<file path="config.mk">
export PLATFORM = sky130hd
export DESIGN_NAME = uart_tx
export DESIGN_NICKNAME = d
export VERILOG_FILES = /design/src/rtl/uart_pkg.sv /design/src/rtl/uart_baud_tick.sv /design/src/rtl/uart_tx.sv
export SDC_FILE = /design/constraint.sdc
export NUM_CORES = 1
export LEC_CHECK = 0
export ABC_AREA = 1
export ABC_CLOCK_PERIOD_IN_PS = 3100
export CAP_MARGIN = 20
export CORE_MARGIN = 2
export CORE_UTILIZATION = 60
export CTS_CLUSTER_SIZE = 28
export DETAILED_ROUTE_END_ITERATION = 16
export PLACE_DENSITY = 0.86
export REMOVE_ABC_BUFFERS = 1
export SETUP_SLACK_MARGIN = 0.02
export SYNTH_ARGS = -nofsm -noshare
export SYNTH_HDL_FRONTEND = slang
export SYNTH_SLANG_ARGS = --single-unit
export TNS_END_PERCENT = 5
</file>
<file path="constraint.sdc">
create_clock -name clk_i -period 3.1 [get_ports clk_i]
set_clock_uncertainty 0.2 [all_clocks]
set_input_delay 0.465 -clock clk_i [delete_from_list [all_inputs] [get_ports clk_i]]
set_output_delay 0.465 -clock clk_i [all_outputs]
set_load 0.03 [all_outputs]
</file>
<file path="src/rtl/uart_pkg.sv">
// uart_pkg: state encodings and default timing shared by the UART transmitter and receiver.
// Defining UART_TX_PARITY_EN adds S_PARITY and widens the state encoding to 3 bits.
package uart_pkg;
  localparam int CLKS_PER_BIT_DEF = 5208;
  localparam int HALF_BIT_DEF     = 2604;
  localparam int DATA_BITS        = 8;
`ifdef UART_TX_PARITY_EN
  typedef enum logic [2:0] {S_IDLE, S_START, S_DATA, S_PARITY, S_STOP} state_e;
`else
  typedef enum logic [1:0] {S_IDLE, S_START, S_DATA, S_STOP} state_e;
`endif
endpackage

</file>
<file path="src/rtl/uart_baud_tick.sv">
// uart_baud_tick: bit-period counter with a single-cycle tick on the last clock of each bit.
module uart_baud_tick #(
  parameter int CLOCKS_PER_BIT = 5208
) (
  input  logic clk_i,
  input  logic rst_ni,
  input  logic clr_i,
  output logic tick_o
);
  localparam int W = $clog2(CLOCKS_PER_BIT);
  logic [W-1:0] cnt_q, cnt_d;
  assign tick_o = cnt_q == W'(CLOCKS_PER_BIT - 1);
  assign cnt_d  = (clr_i || tick_o) ? '0 : cnt_q + 1'b1;
  always_ff @(posedge clk_i or negedge rst_ni)
    if (!rst_ni) cnt_q <= '0;
    else         cnt_q <= cnt_d;
endmodule

</file>
<file path="src/rtl/uart_tx.sv">
// uart_tx: 8N1 UART transmitter, LSB first, one byte per valid/ready handshake.
// Defining UART_TX_PARITY_EN adds a parity bit (PARITY_ODD selects odd parity).
module uart_tx
  import uart_pkg::*;
#(
  parameter int CLOCKS_PER_BIT = CLKS_PER_BIT_DEF,
  parameter int STOP_BITS      = 1
`ifdef UART_TX_PARITY_EN
  , parameter bit PARITY_ODD   = 1'b0
`endif
) (
  input  logic       clk_i,
  input  logic       rst_ni,
  input  logic [7:0] tx_data_i,
  input  logic       tx_valid_i,
  output logic       tx_ready_o,
  output logic       txd_o,
  output logic       tx_busy_o,
  output logic       tx_done_o
);
  state_e     state_q, state_d;
  logic [7:0] shift_q, shift_d;
  logic [2:0] bit_q, bit_d;
  logic       txd_q, txd_d, rdy_q, busy_q, done_q, done_d;
  logic       tick, clr;
`ifdef UART_TX_PARITY_EN
  logic       par_q, par_d;
`endif
  uart_baud_tick #(.CLOCKS_PER_BIT(CLOCKS_PER_BIT)) u_tick (
    .clk_i  (clk_i),
    .rst_ni (rst_ni),
    .clr_i  (clr),
    .tick_o (tick)
  );
  assign clr = state_q == S_IDLE || state_d != state_q;
  // The line level is registered from the current state, so TXD trails the state by one cycle.
  always_comb begin
    state_d = state_q;
    shift_d = shift_q;
    bit_d   = bit_q;
    done_d  = 1'b0;
    txd_d   = 1'b1;
`ifdef UART_TX_PARITY_EN
    par_d   = par_q;
`endif
    case (state_q)
      S_IDLE: if (tx_valid_i) begin
        state_d = S_START;
        shift_d = tx_data_i;
`ifdef UART_TX_PARITY_EN
        par_d   = ^tx_data_i ^ PARITY_ODD;
`endif
      end
      S_START: begin
        txd_d = 1'b0;
        if (tick) state_d = S_DATA;
      end
      S_DATA: begin
        txd_d = shift_q[0];
        if (tick) begin
          shift_d = shift_q >> 1;
          bit_d   = bit_q + 1'b1;
`ifdef UART_TX_PARITY_EN
          if (bit_q == 3'(DATA_BITS - 1)) state_d = S_PARITY;
`else
          if (bit_q == 3'(DATA_BITS - 1)) state_d = S_STOP;
`endif
        end
      end
`ifdef UART_TX_PARITY_EN
      S_PARITY: begin
        txd_d = par_q;
        if (tick) state_d = S_STOP;
      end
`endif
      S_STOP: if (tick) begin
        if (bit_q == 3'(STOP_BITS - 1)) begin
          state_d = S_IDLE;
          bit_d   = '0;
          done_d  = 1'b1;
        end else bit_d = bit_q + 1'b1;
      end
      default: state_d = S_IDLE;
    endcase
  end
  always_ff @(posedge clk_i or negedge rst_ni)
    if (!rst_ni) begin
      state_q <= S_IDLE;
      shift_q <= '0;
      bit_q   <= '0;
      txd_q   <= 1'b1;
      rdy_q   <= 1'b1;
      busy_q  <= 1'b0;
      done_q  <= 1'b0;
    end else begin
      state_q <= state_d;
      shift_q <= shift_d;
      bit_q   <= bit_d;
      txd_q   <= txd_d;
      rdy_q   <= state_d == S_IDLE;
      busy_q  <= state_d != S_IDLE;
      done_q  <= done_d;
    end
`ifdef UART_TX_PARITY_EN
  always_ff @(posedge clk_i or negedge rst_ni)
    if (!rst_ni) par_q <= 1'b0;
    else         par_q <= par_d;
`endif
  assign tx_ready_o = rdy_q;
  assign txd_o      = txd_q;
  assign tx_busy_o  = busy_q;
  assign tx_done_o  = done_q;
endmodule

</file>
### Yosys cells after proc, flatten, opt, wreduce, memory -nomap -nowiden

Cells that the tools add are included.

| storage, ports and cells | value |
|---|---|
| memories kept | 0 |
| memory bits (writable) | 0 |
| bits in read-only memories | 0 |
| output and inout bits | 4 |
| logic and storage cells | 48 |
| latch bits | 0 |
| input port bits | 11 |
| register bits after elaboration | 30 |

| cells by class | value |
|---|---|
| shift-type cells | 0 |
| add/subtract/negate cells | 2 |
| bitwise operators | 0 |
| multipliers | 0 |
| reduce and logical (&&, ||, !) cells | 10 |
| div/mod/pow operators | 0 |
| order comparisons | 0 |
| equal/unequal tests | 9 |
| multiplexer cells | 19 |

Operators with widths:

| kind | count |
|---|---|
| 8-bit two-way mux | 2 |
| 8-bit case mux with 2 select lines | 1 |
| 13-bit by 1-bit adder with 13-bit output, second input constant | 1 |
| 13-bit equality test, second input constant | 1 |
| 13-bit two-way mux | 1 |
| 2-bit two-way mux | 6 |
| 3-bit two-way mux | 3 |
| 2-bit case mux with 4 select lines | 1 |
| 3-bit case mux with 2 select lines | 1 |
| 3-bit AND reduction | 2 |
| 2-bit nonzero test | 3 |
| 2-bit equality test, second input constant | 2 |
| 2-bit zero test | 2 |
| 2-bit by 1-bit != test with 1-bit output, second input constant | 2 |
| 3-bit by 1-bit adder with 3-bit output, second input constant | 1 |
| 3-bit equality test, second input constant | 1 |
| 3-bit zero test | 1 |
| 1-bit two-way mux | 3 |
| 2-bit by 1-bit equality test with 1-bit output, second input constant | 1 |
| 1-bit logical OR | 2 |
| 2-bit != test | 1 |
| 2-bit != test, second input constant | 1 |
| 1-bit case mux with 2 select lines | 1 |

### Logic depth before layout (Yosys ltp)

Gate-level depths: netlist (run 1).

| logic depth | value |
|---|---|
| depth after elaboration | 8 |
| depth in mapped cells | 11 |
| mapped depth without buffers | 10 |

### Cells and area by module

From an unflattened synthesis (run 1), not the netlist that was laid out.

| second synthesis, totals | value |
|---|---|
| cells, all modules | 202 |
| area, all modules | 1617.8 µm² |

By module, submodules not included:

| module | area an instance (µm²) | instances | cells each | seq. area each (µm²) |
|---|---|---|---|---|
| uart_tx | 882.1 | 1 | 103 | 427.9 |
| uart_baud_tick | 735.7 | 1 | 99 | 325.3 |

### Worst setup path after synthesis (run 1)

No wires, ideal clock.

| path | value |
|---|---|
| path kind | register to register |
| start | register u_tick.cnt_q[0] |
| end | register shift_q[1] |
| library setup time | 0.126 ns |
| arrival | 1.454 ns |
| required time | 2.774 ns |
| buffers on the path | 1 |
| clock period less this slack | 1.780 ns |
| stages on the path, launching flop included | 10 |
| setup slack | 1.320 ns |
| path through | dfrtp_1 ha_1 nand3_1 nor2_2 nand2_4 nor2_8 inv_4 o21ai_4 buf_6 o21ai_0 |

| on the way | value |
|---|---|
| cells in the longest elaborated chain, start to end | 3 |

RTL lines:

| element | line | text |
|---|---|---|
| start, declared | uart_baud_tick.sv:11 | `logic [W-1:0] cnt_q, cnt_d;` |
| start signal, assigned | uart_baud_tick.sv:16 | `else cnt_q <= cnt_d;` |
| 13-bit equality test | uart_baud_tick.sv:12 | `assign tick_o = cnt_q == W'(CLOCKS_PER_BIT - 1);` |
| 2-bit by 1-bit != test with 1-bit output (no source line) | - |  |
| 3-bit AND reduction (no source line) | - |  |
| end signal, assigned | uart_tx.sv:97 | `shift_q <= shift_d;` |
| end, declared | uart_tx.sv:22 | `logic [7:0] shift_q, shift_d;` |

No other way between the ends.
A chain may end at the register's enable or synchronous reset.

### Worst setup path in the final report (run 1)

| path | value |
|---|---|
| start | register rdy_q, in the netlist tx_ready_o |
| end | output tx_ready_o |

RTL lines:

| element | line | text |
|---|---|---|
| start, declared | uart_tx.sv:24 | `logic txd_q, txd_d, rdy_q, busy_q, done_q, done_d;` |
| start signal, assigned | uart_tx.sv:92 | `rdy_q <= 1'b1;` |
| start signal, assigned | uart_tx.sv:100 | `rdy_q <= state_d == S_IDLE;` |
| end, declared | uart_tx.sv:16 | `output logic tx_ready_o,` |

No word-level cell between the ends.

==> summary.md, run 1 <==
| Metric | Value |
|---|---|
| Grt total ovfl | `0` |
| Antenna violations before repair | `0` |
| Place WS | `1.08 ns` |
| Hold slack final | `0.263 ns` |
| WP data arrival | `1.52 ns` |
| Seq. cell area | `753 um2` |
| Setup CP Type | `flop to output pin` |
| Area of the multi-input gates | `693 um2` |
| Vias | `1205` |
| Die height | `55.6 um` |
| Clk Latency, worst-skew pair | `0.33 ns` |
| Slew @ Worst Pin | `0.371 ns` |
| Post-Syn Area | `1600 um2` |
| I/O Pins | `15` |
| Synth Instances | `190` |
| Layout cells sized above 1 | `16.2%` |
| # DRC | `0` |
| CTS Buffer Depth | `2` |
| Rows | `18` |
| Netlist cell types | `25` |
| RSZ-0062 raised after global routing | `no` |
| Number of nets in the layout | `224` |
| Total negative slack | `0 ns` |
| Hpwl dp | `2.11 mm` |
| Die Width | `55.6 um` |
| GPL Wtd Cong | `0.818` |
| CP Launch Type | `flop` |
| Flops & latches, synth | `30` |
| Largest stage delay, worst path | `0.67 ns` |
| Antenna viol nets, final | `0` |
| Post-CTS sizing | `0` |
| Synth warnings | `0` |
| CP delay by family, top | `buffers and inverters` |
| CP endpoint kind | `output pin` |
| DRT Pass-1 Iters | `4` |
| Std-Cell Core Area | `2500 um2` |
| CTS Hold Bufs | `0` |
| Slowest CP cell | `clkdlybuf4s50_1` |
| Total Wirelength | `2.89 mm` |
| Max-cap violations | `0` |
| Starting Density | `64.0%` |
| Total CTS buffers | `5` |
| Max Fclk | `0.457 GHz` |
| Vias in the first global route | `1248` |
| DR WL/cell | `12.0 um` |
| Final WS setup | `0.911 ns` |
| Power per cell area | `526 nW/um2` |
| Fill cell count | `196` |
| Final slew viol count | `0` |
| Largest net degree at the start of global routing | `31` |
| Leak pwr | `0.000877 uW` |
| Worst-path clk slew | `0.08 ns` |
| Crit path time final | `2.19 ns` |
| Final Hold Viols | `0` |
| Setup bufs post-CTS | `0` |
| Status | `completed` |
| Final period util | `70.6%` |
| Syn avg cell area | `8.42 um2` |
| CP Cell Sequence | `clkdlybuf4s50_1` |
| Worst Path Buf+Inv | `1` |
| Crit Path Max Fanout | `1` |
| TritonCTS clock tree | `done` |
| Via density | `5.02` |
| Peak supply drop | `0.000535 V` |
| Starting DRT DRC Count | `40` |
| Area Overhead vs Synth | `13.7%` |
| Port bufs | `14` |
| Die area | `3090 um2` |
| Register area share after synthesis | `47.1%` |
| Hold Path Class | `flop to flop` |
| Gr usage total | `22.2%` |
| Required @ worst endpoint | `2.43 ns` |
| Clk sinks | `30` |
| Setup violations, final | `0` |
| CTS root buf | `clkbuf_4` |
| Relative slew slack | `75.2%` |
| H-tree levels | `2` |
| ANT cells | `0` |
| First-pass GRT wire length | `5.27 mm` |
-- metal layers --
metal	wire (um)	up-vias	global-route usage, %
li1	-	617	-
met1	1280	565	24.9
met2	1420	16	38.4
met3	106	7	6.74
met4	79	0	10.1
met5	0	-	0
-- synthesized netlist by cell type --
master,n,area [um2]
inv_2,1,3.75
dfstp_2,2,52.6
nor3_1,3,15.0
o21ai_4,1,16.3
nand3_2,1,10.0
clkbuf_1,1,3.75
o211ai_1,2,15.0
nand3_1,11,55.1
and3_1,1,6.26
xor2_1,8,70.1
inv_1,31,116
nor2_2,13,81.3
nor2_1,18,67.6
nor2_8,1,20.0
or2_2,1,6.26
o21ai_0,16,80.1
inv_4,1,6.26
nand2_2,1,6.26
xnor2_1,2,17.5
nand2_1,37,139
ha_1,4,50.1
dfrtp_1,28,701
buf_6,2,22.5
nand2_4,1,11.3
o21ai_2,3,26.3
-- path summary, 6_finish.rpt --
check                                     startpoint                         to  slack (ns)  cells past startpoint
min in group asynchronous                     rst_ni  u_tick.cnt_q[8]$_DFF_PN0_        0.30                      2
max in group asynchronous                     rst_ni       tx_ready_o$_DFF_PN1_        2.08                      2
min                        u_tick.cnt_q[0]$_DFF_PN0_  u_tick.cnt_q[0]$_DFF_PN0_        0.26                      1
min reg2reg                u_tick.cnt_q[0]$_DFF_PN0_  u_tick.cnt_q[0]$_DFF_PN0_        0.26                      1
max                             tx_ready_o$_DFF_PN1_                 tx_ready_o        0.91                      1
max reg2reg                u_tick.cnt_q[0]$_DFF_PN0_     shift_q[7]$_DFFE_PN0P_        1.07                      8
-- worst reg2reg max path: stages, from the launching register on --
cell and delay (ns):
dfrtp_1 0.38, ha_1 0.24, nand3_1 0.11, nor2_2 0.18, nand2_4 0.11, nor2_8 0.14
inv_4 0.05, o21ai_4 0.31, o21ai_0 0.18
-- registers in the layout (all words and copies together), names as in the netlist --
register / flops
txd_o: 1
state_q: 2
shift_q: 8
u_tick.cnt_q: 13
tx_done_o: 1
tx_ready_o: 1
bit_q: 3
tx_busy_o: 1
-- cell families (layout without fill, tap and decap cells) --
group | Yosys count | in the layout | synth area share, %
AND/OR/NAND/NOR | 88 | 88 | 26.1
buffers and inverters | 36 | 56 | 9.55
adder cells (fa/ha/maj) | 4 | 4 | 3.13
XOR/XNOR | 10 | 10 | 5.48
flip-flops | 30 | 30 | 47.1
AO/OA/AOI/OAI | 22 | 22 | 8.61
-- where the power goes --
group / switching [uW] / internal (uW)
clock network: 130 / 110
logic: 117 / 95.5
registers: 55.1 / 449
-- stage by stage --
step / std cells / utilization (%) / total power [uW] / instance area, um2
after floorplan: 187 / - / 659 / 1570
after global placement: 232 / 70.3 / 706 / 1760
after detailed placement: 232 / 70.3 / 722 / 1760
after CTS: 240 / 72.7 / 968 / 1820
after global routing: 240 / 72.7 / 1020 / 1820
final: 240 / 72.7 / 957 / 1820
-- layout make-up --
cell class | instances | share of cell area [%]
clock buffers | 7 | 3.03
multi-input cells | 124 | 38.1
inverters | 33 | 6.95
flip-flops and latches | 30 | 41.4
repair buffers | 15 | 8.12
clock inverters | 1 | 0.275
well taps | 30 | 2.06
-- cells in the final DEF, fill, tap and decap left out, drive strengths merged --
cell and n:
o21ai 20, nor2 32, xor2 8, nand2 39
inv 33, clkdlybuf4s50 14, nor3 3, or2 1
buf 1, dfstp 2, xnor2 2, o211ai 2
ha 4, clkbuf 7, and3 1, clkinv 1
nand3 12, dfrtp 28
Power figures use the tool's default switching activity.
==> run 2: changes to the inputs <==
ABC_CLOCK_PERIOD_IN_PS = 2000   (was 3100)
CORE_UTILIZATION = 51   (was 60)
PLACE_DENSITY = 0.78   (was 0.86)
clock period = 2 ns   (was 3.1 ns; I/O delays follow)
==> summary.md, run 2 (same netlist as run 1, synthesis figures left out) <==
| Metric | Value |
|---|---|
| Total CTS buffers | `5 (unchanged)` |
| Area Overhead vs Synth | `17.4% (was 13.7%)` |
| # DRC | `0 (unchanged)` |
| WP data arrival | `1.92 ns (was 1.52 ns)` |
| ANT cells | `0 (unchanged)` |
| CP Launch Type | `flop (unchanged)` |
| Number of nets in the layout | `226 (was 224)` |
| DR WL/cell | `10.6 um (was 12.0 um)` |
| Clk sinks | `30 (unchanged)` |
| Final period util | `93.0%` |
| Die Width | `60.0 um (was 55.6 um)` |
| Final WS setup | `0.139 ns (was 0.911 ns)` |
| RSZ-0062 raised after global routing | `no (unchanged)` |
| Die height | `60.0 um (was 55.6 um)` |
| Port bufs | `14 (unchanged)` |
| Via density | `4.70 (was 5.02)` |
| CTS root buf | `clkbuf_4 (unchanged)` |
| Leak pwr | `0.000899 uW (was 0.000877 uW)` |
| GPL Wtd Cong | `0.833 (was 0.818)` |
| Status | `completed (unchanged)` |
| Total Wirelength | `2.72 mm (was 2.89 mm)` |
| Std-Cell Core Area | `3030 um2 (was 2500 um2)` |
| Layout cells sized above 1 | `19.3% (was 16.2%)` |
| Post-Layout Cell Count | `256 (was 240)` |
| Starting DRT DRC Count | `45 (was 40)` |
| Gr usage total | `17.5% (was 22.2%)` |
| Required @ worst endpoint | `2.06 ns (was 2.43 ns)` |
| Die area | `3600 um2 (was 3090 um2)` |
| Place WS | `0.0315 ns (was 1.08 ns)` |
| Crit path time final | `1.86 ns` |
| H-tree levels | `2 (unchanged)` |
| Commonest non-fill, non-tap cell in the layout | `nand2_1 (unchanged)` |
| Clk Latency, worst-skew pair | `0.33 ns (about the same)` |
| I/O Pins | `15 (unchanged)` |
| Total negative slack | `0 ns (unchanged)` |
| Max-cap violations | `0 (unchanged)` |
| Hpwl dp | `2.03 mm (was 2.11 mm)` |
| Max Fclk | `0.537 GHz` |
| First-pass GRT wire length | `4.59 mm (was 5.27 mm)` |
| Starting Density | `52.8% (was 64.0%)` |
| Slowest CP cell | `dfrtp_1 (was clkdlybuf4s50_1)` |
| Top Registers | `u_tick.cnt_q (13), shift_q (8), bit_q (3) (unchanged)` |
| Slew @ Worst Pin | `0.365 ns (was 0.371 ns)` |
| CTS Buffer Depth | `2 (unchanged)` |
| Vias in the first global route | `1153 (was 1248)` |
| Setup violations, final | `0 (unchanged)` |
| Hold Path Class | `input pin to async pin (was flop to flop)` |
| Max reg flops | `13 (unchanged)` |
| Antenna violations before repair | `0 (unchanged)` |
| Rows | `20 (was 18)` |
| Relative slew slack | `75.7% (was 75.2%)` |
| Peak supply drop | `0.000499 V (was 0.000535 V)` |
| Power per cell area | `785 nW/um2 (was 526 nW/um2)` |
| Post-layout util | `62.0% (was 72.7%)` |
| Largest net degree at the start of global routing | `31 (unchanged)` |
| Crit Path Max Fanout | `15 (was 1)` |
| Final Hold Viols | `0 (unchanged)` |
| Vias | `1202 (was 1205)` |
| DRT Pass-1 Iters | `5 (was 4)` |
| TritonCTS clock tree | `done (unchanged)` |
| CP endpoint kind | `flop (was output pin)` |
| Final slew viol count | `0 (unchanged)` |
| Worst-path clk slew | `0.10 ns (was 0.08 ns)` |
| Top reg by flops | `u_tick.cnt_q (unchanged)` |
| CP Cell Sequence | `ha_2 > nand3_1 > nor2_2 > nand2_4 > nor2_8 > inv_4 > o21ai_4 > buf_12 > nand2_1 > o21ai_0 (was clkdlybuf4s50_1)` |
| Grt total ovfl | `0 (unchanged)` |
| Largest stage delay, worst path | `0.37 ns (was 0.67 ns)` |
| Antenna viol nets, final | `0 (unchanged)` |
| Hold slack final | `0.142 ns (was 0.263 ns)` |
| Placed cell count | `246 (was 232)` |
| Setup CP Type | `flop to flop (was flop to output pin)` |
| Most frequent cells in the layout | `nand2_1 (36), inv_1 (31), dfrtp_1 (27) (was nand2_1 (37), inv_1 (31), dfrtp_1 (28))` |
## run 2: cell types whose count changed in the layout (fill, tap and decap cells not counted), sizes merged
cell / before / now
dlygate4sd2: 0 / 2
nand2: 39 / 40
clkdlybuf4s50: 14 / 12
clkinvlp: 0 / 1
buf: 1 / 2
clkbuf: 7 / 6
## run 2: power breakdown
part	leakage, uW	switching [uW]	internal, uW
Clock	0.0000343	207	169
Combinational	0.000496	167	149
Sequential	0.000369	85.6	697
## run 2: layout make-up
type,count,area (um2)
fill,262,1150
clock buffer,6,51.3
clock inverter,2,12.5
sequential,30,754
inverter,33,126
multi-input combinational,125,712
tap,44,55.1
timing repair buffer,16,165
## run 2: worst max-delay path, delay by kind of cell, from the launching register on
kind / cells / cell delay (ns)
compound gates: 2 / 0.23
simple gates: 5 / 0.58
fa+ha+maj: 1 / 0.21
flops: 1 / 0.37
buf+inv: 2 / 0.20
## run 2: what timing repair did
action | CTS | global route
setup endpoints to repair | 2 | 21
hold endpoints to repair | 0 | 0
gates resized for setup | 2 | 5
pin swaps | 0 | 3
cloned | 0 | 1
hold buffers | 0 | 0
buffers inserted | 0 | 1
## run 2: path summary, 6_finish.rpt
kind,from,endpoint,slack (ns),depth (start not counted)
worst max-delay path,u_tick.cnt_q[0]$_DFF_PN0_,shift_q[2]$_DFFE_PN0P_,0.14,10
worst min-delay path,rst_ni,u_tick.cnt_q[3]$_DFF_PN0_,0.14,2
worst max register to register,u_tick.cnt_q[0]$_DFF_PN0_,shift_q[2]$_DFFE_PN0P_,0.14,10
worst min register to register,u_tick.cnt_q[0]$_DFF_PN0_,u_tick.cnt_q[0]$_DFF_PN0_,0.26,1
max in group asynchronous,rst_ni,txd_o$_DFF_PN1_,1.15,2
min in group clk_i,u_tick.cnt_q[0]$_DFF_PN0_,u_tick.cnt_q[0]$_DFF_PN0_,0.26,1
## run 2: per-layer routing
metal,global-route usage [%],wire (um)
met5,0,0
met1,21.6,1270
met4,9.52,57
met2,26.6,1300
met3,6.28,83
## run 2: metrics by stage
step | total power (uW) | instance area (um2)
after floorplan | 1020 | 1570
after global placement | 1100 | 1780
after detailed placement | 1110 | 1780
after CTS | 1490 | 1840
after global routing | 1570 | 1880
final | 1470 | 1880
==> run 3: changes to the inputs <==
ABC_AREA = unset   (was 1)
==> summary.md, run 3 <==
| Metric | Value |
|---|---|
| Peak supply drop | `0.000415 V (was 0.000499 V)` |
| GPL Wtd Cong | `0.782 (was 0.833)` |
| Flops & latches, synth | `30 (unchanged)` |
| Vias in the first global route | `1208 (was 1153)` |
| Final slew viol count | `0 (unchanged)` |
| Die height | `60.1 um (was 60.0 um)` |
| Slew @ Worst Pin | `0.366 ns (was 0.365 ns)` |
| Top reg by flops | `u_tick.cnt_q (unchanged)` |
| Status | `completed (unchanged)` |
| Antenna viol nets, final | `0 (unchanged)` |
| DR WL/cell | `14.4 um (was 10.6 um)` |
| Max-cap violations | `0 (unchanged)` |
| Synth Flop Type | `dfrtp_1 (unchanged)` |
| Starting DRT DRC Count | `48 (was 45)` |
| Top cells by area, synth | `dfrtp_1 (44%), mux2_2 (11%), dfstp_2 (3.3%) (was dfrtp_1 (44%), nand2_1 (8.7%), inv_1 (7.3%))` |
| Synth Instances | `143 (was 190)` |
| Final Hold Viols | `0 (unchanged)` |
| Register area share after synthesis | `47.0% (was 47.1%)` |
| FF-to-FF Start | `u_tick.cnt_q[0]$_DFF_PN0_ (unchanged)` |
| Top Registers | `u_tick.cnt_q (13), shift_q (8), bit_q (3) (unchanged)` |
| Antenna violations before repair | `0 (unchanged)` |
| Number of synthesized flops with an enable pin | `0 (unchanged)` |
| Clk Latency, worst-skew pair | `0.34 ns (was 0.33 ns)` |
| CP Launch Type | `flop (unchanged)` |
| CTS Buffer Depth | `2 (unchanged)` |
| Asr flop ratio synth | `100% (unchanged)` |
| Syn avg cell area | `11.2 um2 (was 8.42 um2)` |
| Setup violations, final | `0 (unchanged)` |
| Synth top area share | `43.7% (was 43.8%)` |
| Hold Path Class | `input pin to async pin (unchanged)` |
| Hpwl dp | `2.26 mm (was 2.03 mm)` |
| Most frequent cells after synthesis | `dfrtp_1 (28), mux2_2 (15), nor2_1 (8) (was nand2_1 (37), inv_1 (31), dfrtp_1 (28))` |
| Required @ worst endpoint | `2.03 ns (was 2.06 ns)` |
| Crit Path Max Fanout | `6 (was 15)` |
| Gr usage total | `20.0% (was 17.5%)` |
| Starting Density | `53.0% (was 52.8%)` |
| Hold slack final | `0.136 ns (was 0.142 ns)` |
| Relative slew slack | `75.4% (was 75.7%)` |
| Max reg flops | `13 (unchanged)` |
| WP data arrival | `1.89 ns (was 1.92 ns)` |
| Area Overhead vs Synth | `18.5% (was 17.4%)` |
| Post-Syn Area | `1600 um2 (about the same)` |
| Via density | `5.69 (was 4.70)` |
| Netlist cell types | `48 (was 25)` |
| Post-synth top area cell | `dfrtp_1 (unchanged)` |
| Total CTS buffers | `5 (unchanged)` |
| Leak pwr | `0.000839 uW (was 0.000899 uW)` |
| Max Fclk | `0.538 GHz (was 0.537 GHz)` |
| Power per cell area | `550 nW/um2 (was 785 nW/um2)` |
| RSZ-0062 raised after global routing | `no (unchanged)` |
| CP Cell Sequence | `ha_1 > and4b_1 > buf_4 > nand4_1 > mux2_2 (was ha_2 > nand3_1 > nor2_2 > nand2_4 > nor2_8 > inv_4 > o21ai_4 > buf_12 > nand2_1 > o21ai_0)` |
| Crit path time final | `1.86 ns (about the same)` |
| Number of nets in the layout | `183 (was 226)` |
| Worst setup path start | `u_tick.cnt_q[0]$_DFF_PN0_ (unchanged)` |
| Synth warnings | `0 (unchanged)` |
| Largest stage delay, worst path | `0.40 ns (was 0.37 ns)` |
| Commonest non-fill, non-tap cell in the layout | `dfrtp_1 (was nand2_1)` |
| Die area | `3610 um2 (was 3600 um2)` |
| Clk sinks | `30 (unchanged)` |
| TritonCTS clock tree | `done (unchanged)` |
| ANT cells | `0 (unchanged)` |
| DRT Pass-1 Iters | `4 (was 5)` |
| Vias | `1211 (was 1202)` |
| Std-Cell Core Area | `3030 um2 (unchanged)` |
| CP endpoint kind | `flop (unchanged)` |
| Layout cells sized above 1 | `26.0% (was 19.3%)` |
| Rows | `20 (unchanged)` |
| Fill cell count | `260 (was 262)` |
| First-pass GRT wire length | `5.20 mm (was 4.59 mm)` |
| # DRC | `0 (unchanged)` |
| Grt total ovfl | `0 (unchanged)` |
| Post-layout util | `62.8% (was 62.0%)` |
| Most frequent cells in the layout | `dfrtp_1 (28), mux2_2 (15), clkdlybuf4s50_1 (12) (was nand2_1 (36), inv_1 (31), dfrtp_1 (27))` |
| Setup CP Type | `flop to flop (unchanged)` |
| Total Wirelength | `3.07 mm (was 2.72 mm)` |
| Die Width | `60.1 um (was 60.0 um)` |
| Final period util | `92.9% (was 93.0%)` |
| H-tree levels | `2 (unchanged)` |
| Port bufs | `14 (unchanged)` |
| I/O Pins | `15 (unchanged)` |
| Slowest CP cell | `dfrtp_1 (unchanged)` |
| CTS root buf | `clkbuf_4 (unchanged)` |
| Largest net degree at the start of global routing | `31 (unchanged)` |
| Most common cell in the netlist | `dfrtp_1 (was nand2_1)` |
| Worst-path clk slew | `0.09 ns (was 0.10 ns)` |
| Setup bufs post-CTS | `0 (unchanged)` |
[run 3: cell count changes in the layout (fill, tap and decap cells not counted), moves of 7 or more]
cell	previous run	this run
buf_4	1	11
nand2_1	36	7
nor2_1	17	8
inv_1	31	6
o21ai_0	16	5
nand3_1	11	4
mux2_2	0	15
nor2_2	14	0
[run 3: cell families after synthesis]
kind of cell             synth area share [%]
XOR/XNOR                                 1.64
multiplexers                             13.3
AND/OR/NAND/NOR                          18.2
flip-flops                               47.0
buffers and inverters                    4.29
adder cells (fa/ha/maj)                  3.12
AO/OA/AOI/OAI                            12.5
[run 3: per-stage QoR]
step / cells / worst slack [ns] / TNS, ns / area, um2 / power [uW]
2_1_floorplan: 136 / -0.114 / -0.757 / 1560 / 643
3_3_place_gp: 205 / -0.0821 / -0.527 / 1840 / 679
3_5_place_dp: 205 / -0.125 / -0.752 / 1840 / 682
4_1_cts: 213 / 0.0674 / 0 / 1890 / 1060
5_1_grt: 213 / 0.0396 / 0 / 1900 / 1100
6_report: 213 / 0.142 / 0 / 1900 / 1050
[run 3: power breakdown]
part	switching [uW]	total, uW	internal (uW)	leakage [uW]
logic	19.5	51.2	31.6	0.000429
registers	3.88	617	613	0.000374
clock network	207	377	170	0.0000353
[run 3: what timing repair did]
item / CTS / global route
endpoints found under the setup margin: 2 / 7
hold buffers: 0 / 0
gates cloned: 0 / 0
resized for setup: 2 / 2
[run 3: critical path: cells and delay by family (launching register included)]
family                   cells  cell delay [ns]
adder cells (fa/ha/maj)      1             0.26
AND/OR/NAND/NOR              2             0.37
buffers and inverters        1             0.16
flip-flops                   1             0.40
multiplexers                 1             0.35
[run 3: final timing paths]
check,to,depth (start not counted),slack (ns)
max,bit_q[0]$_DFFE_PN0P_,5,0.14
min,shift_q[4]$_DFFE_PN0P_,2,0.14
max reg2reg,bit_q[0]$_DFFE_PN0P_,5,0.14
min reg2reg,u_tick.cnt_q[0]$_DFF_PN0_,1,0.26
max in group asynchronous,txd_o$_DFF_PN1_,2,1.15
min in group clk_i,u_tick.cnt_q[0]$_DFF_PN0_,1,0.26
[run 3: layout make-up]
type / count / area [um2] / share of cell area, %
clock inverters: 1 / 5.00 / 0.263
multi-input cells: 100 / 790 / 41.5
well taps: 44 / 55.1 / 2.90
flip-flops and latches: 30 / 753 / 39.6
clock buffers: 7 / 55.1 / 2.90
repair buffers: 25 / 220 / 11.6
inverters: 6 / 22.5 / 1.18
[run 3: layer usage]
metal / share of wire, % / track usage (%) / vias to the layer above / wire length [um]
met2: 49 / 32.5 / 25 / 1510
met5: 0 / 0 / - / 0
met1: 44 / 23.5 / 591 / 1350
met3: 3.7 / 4.98 / 10 / 114
met4: 3.2 / 12.7 / 0 / 98
li1: - / - / 585 / -
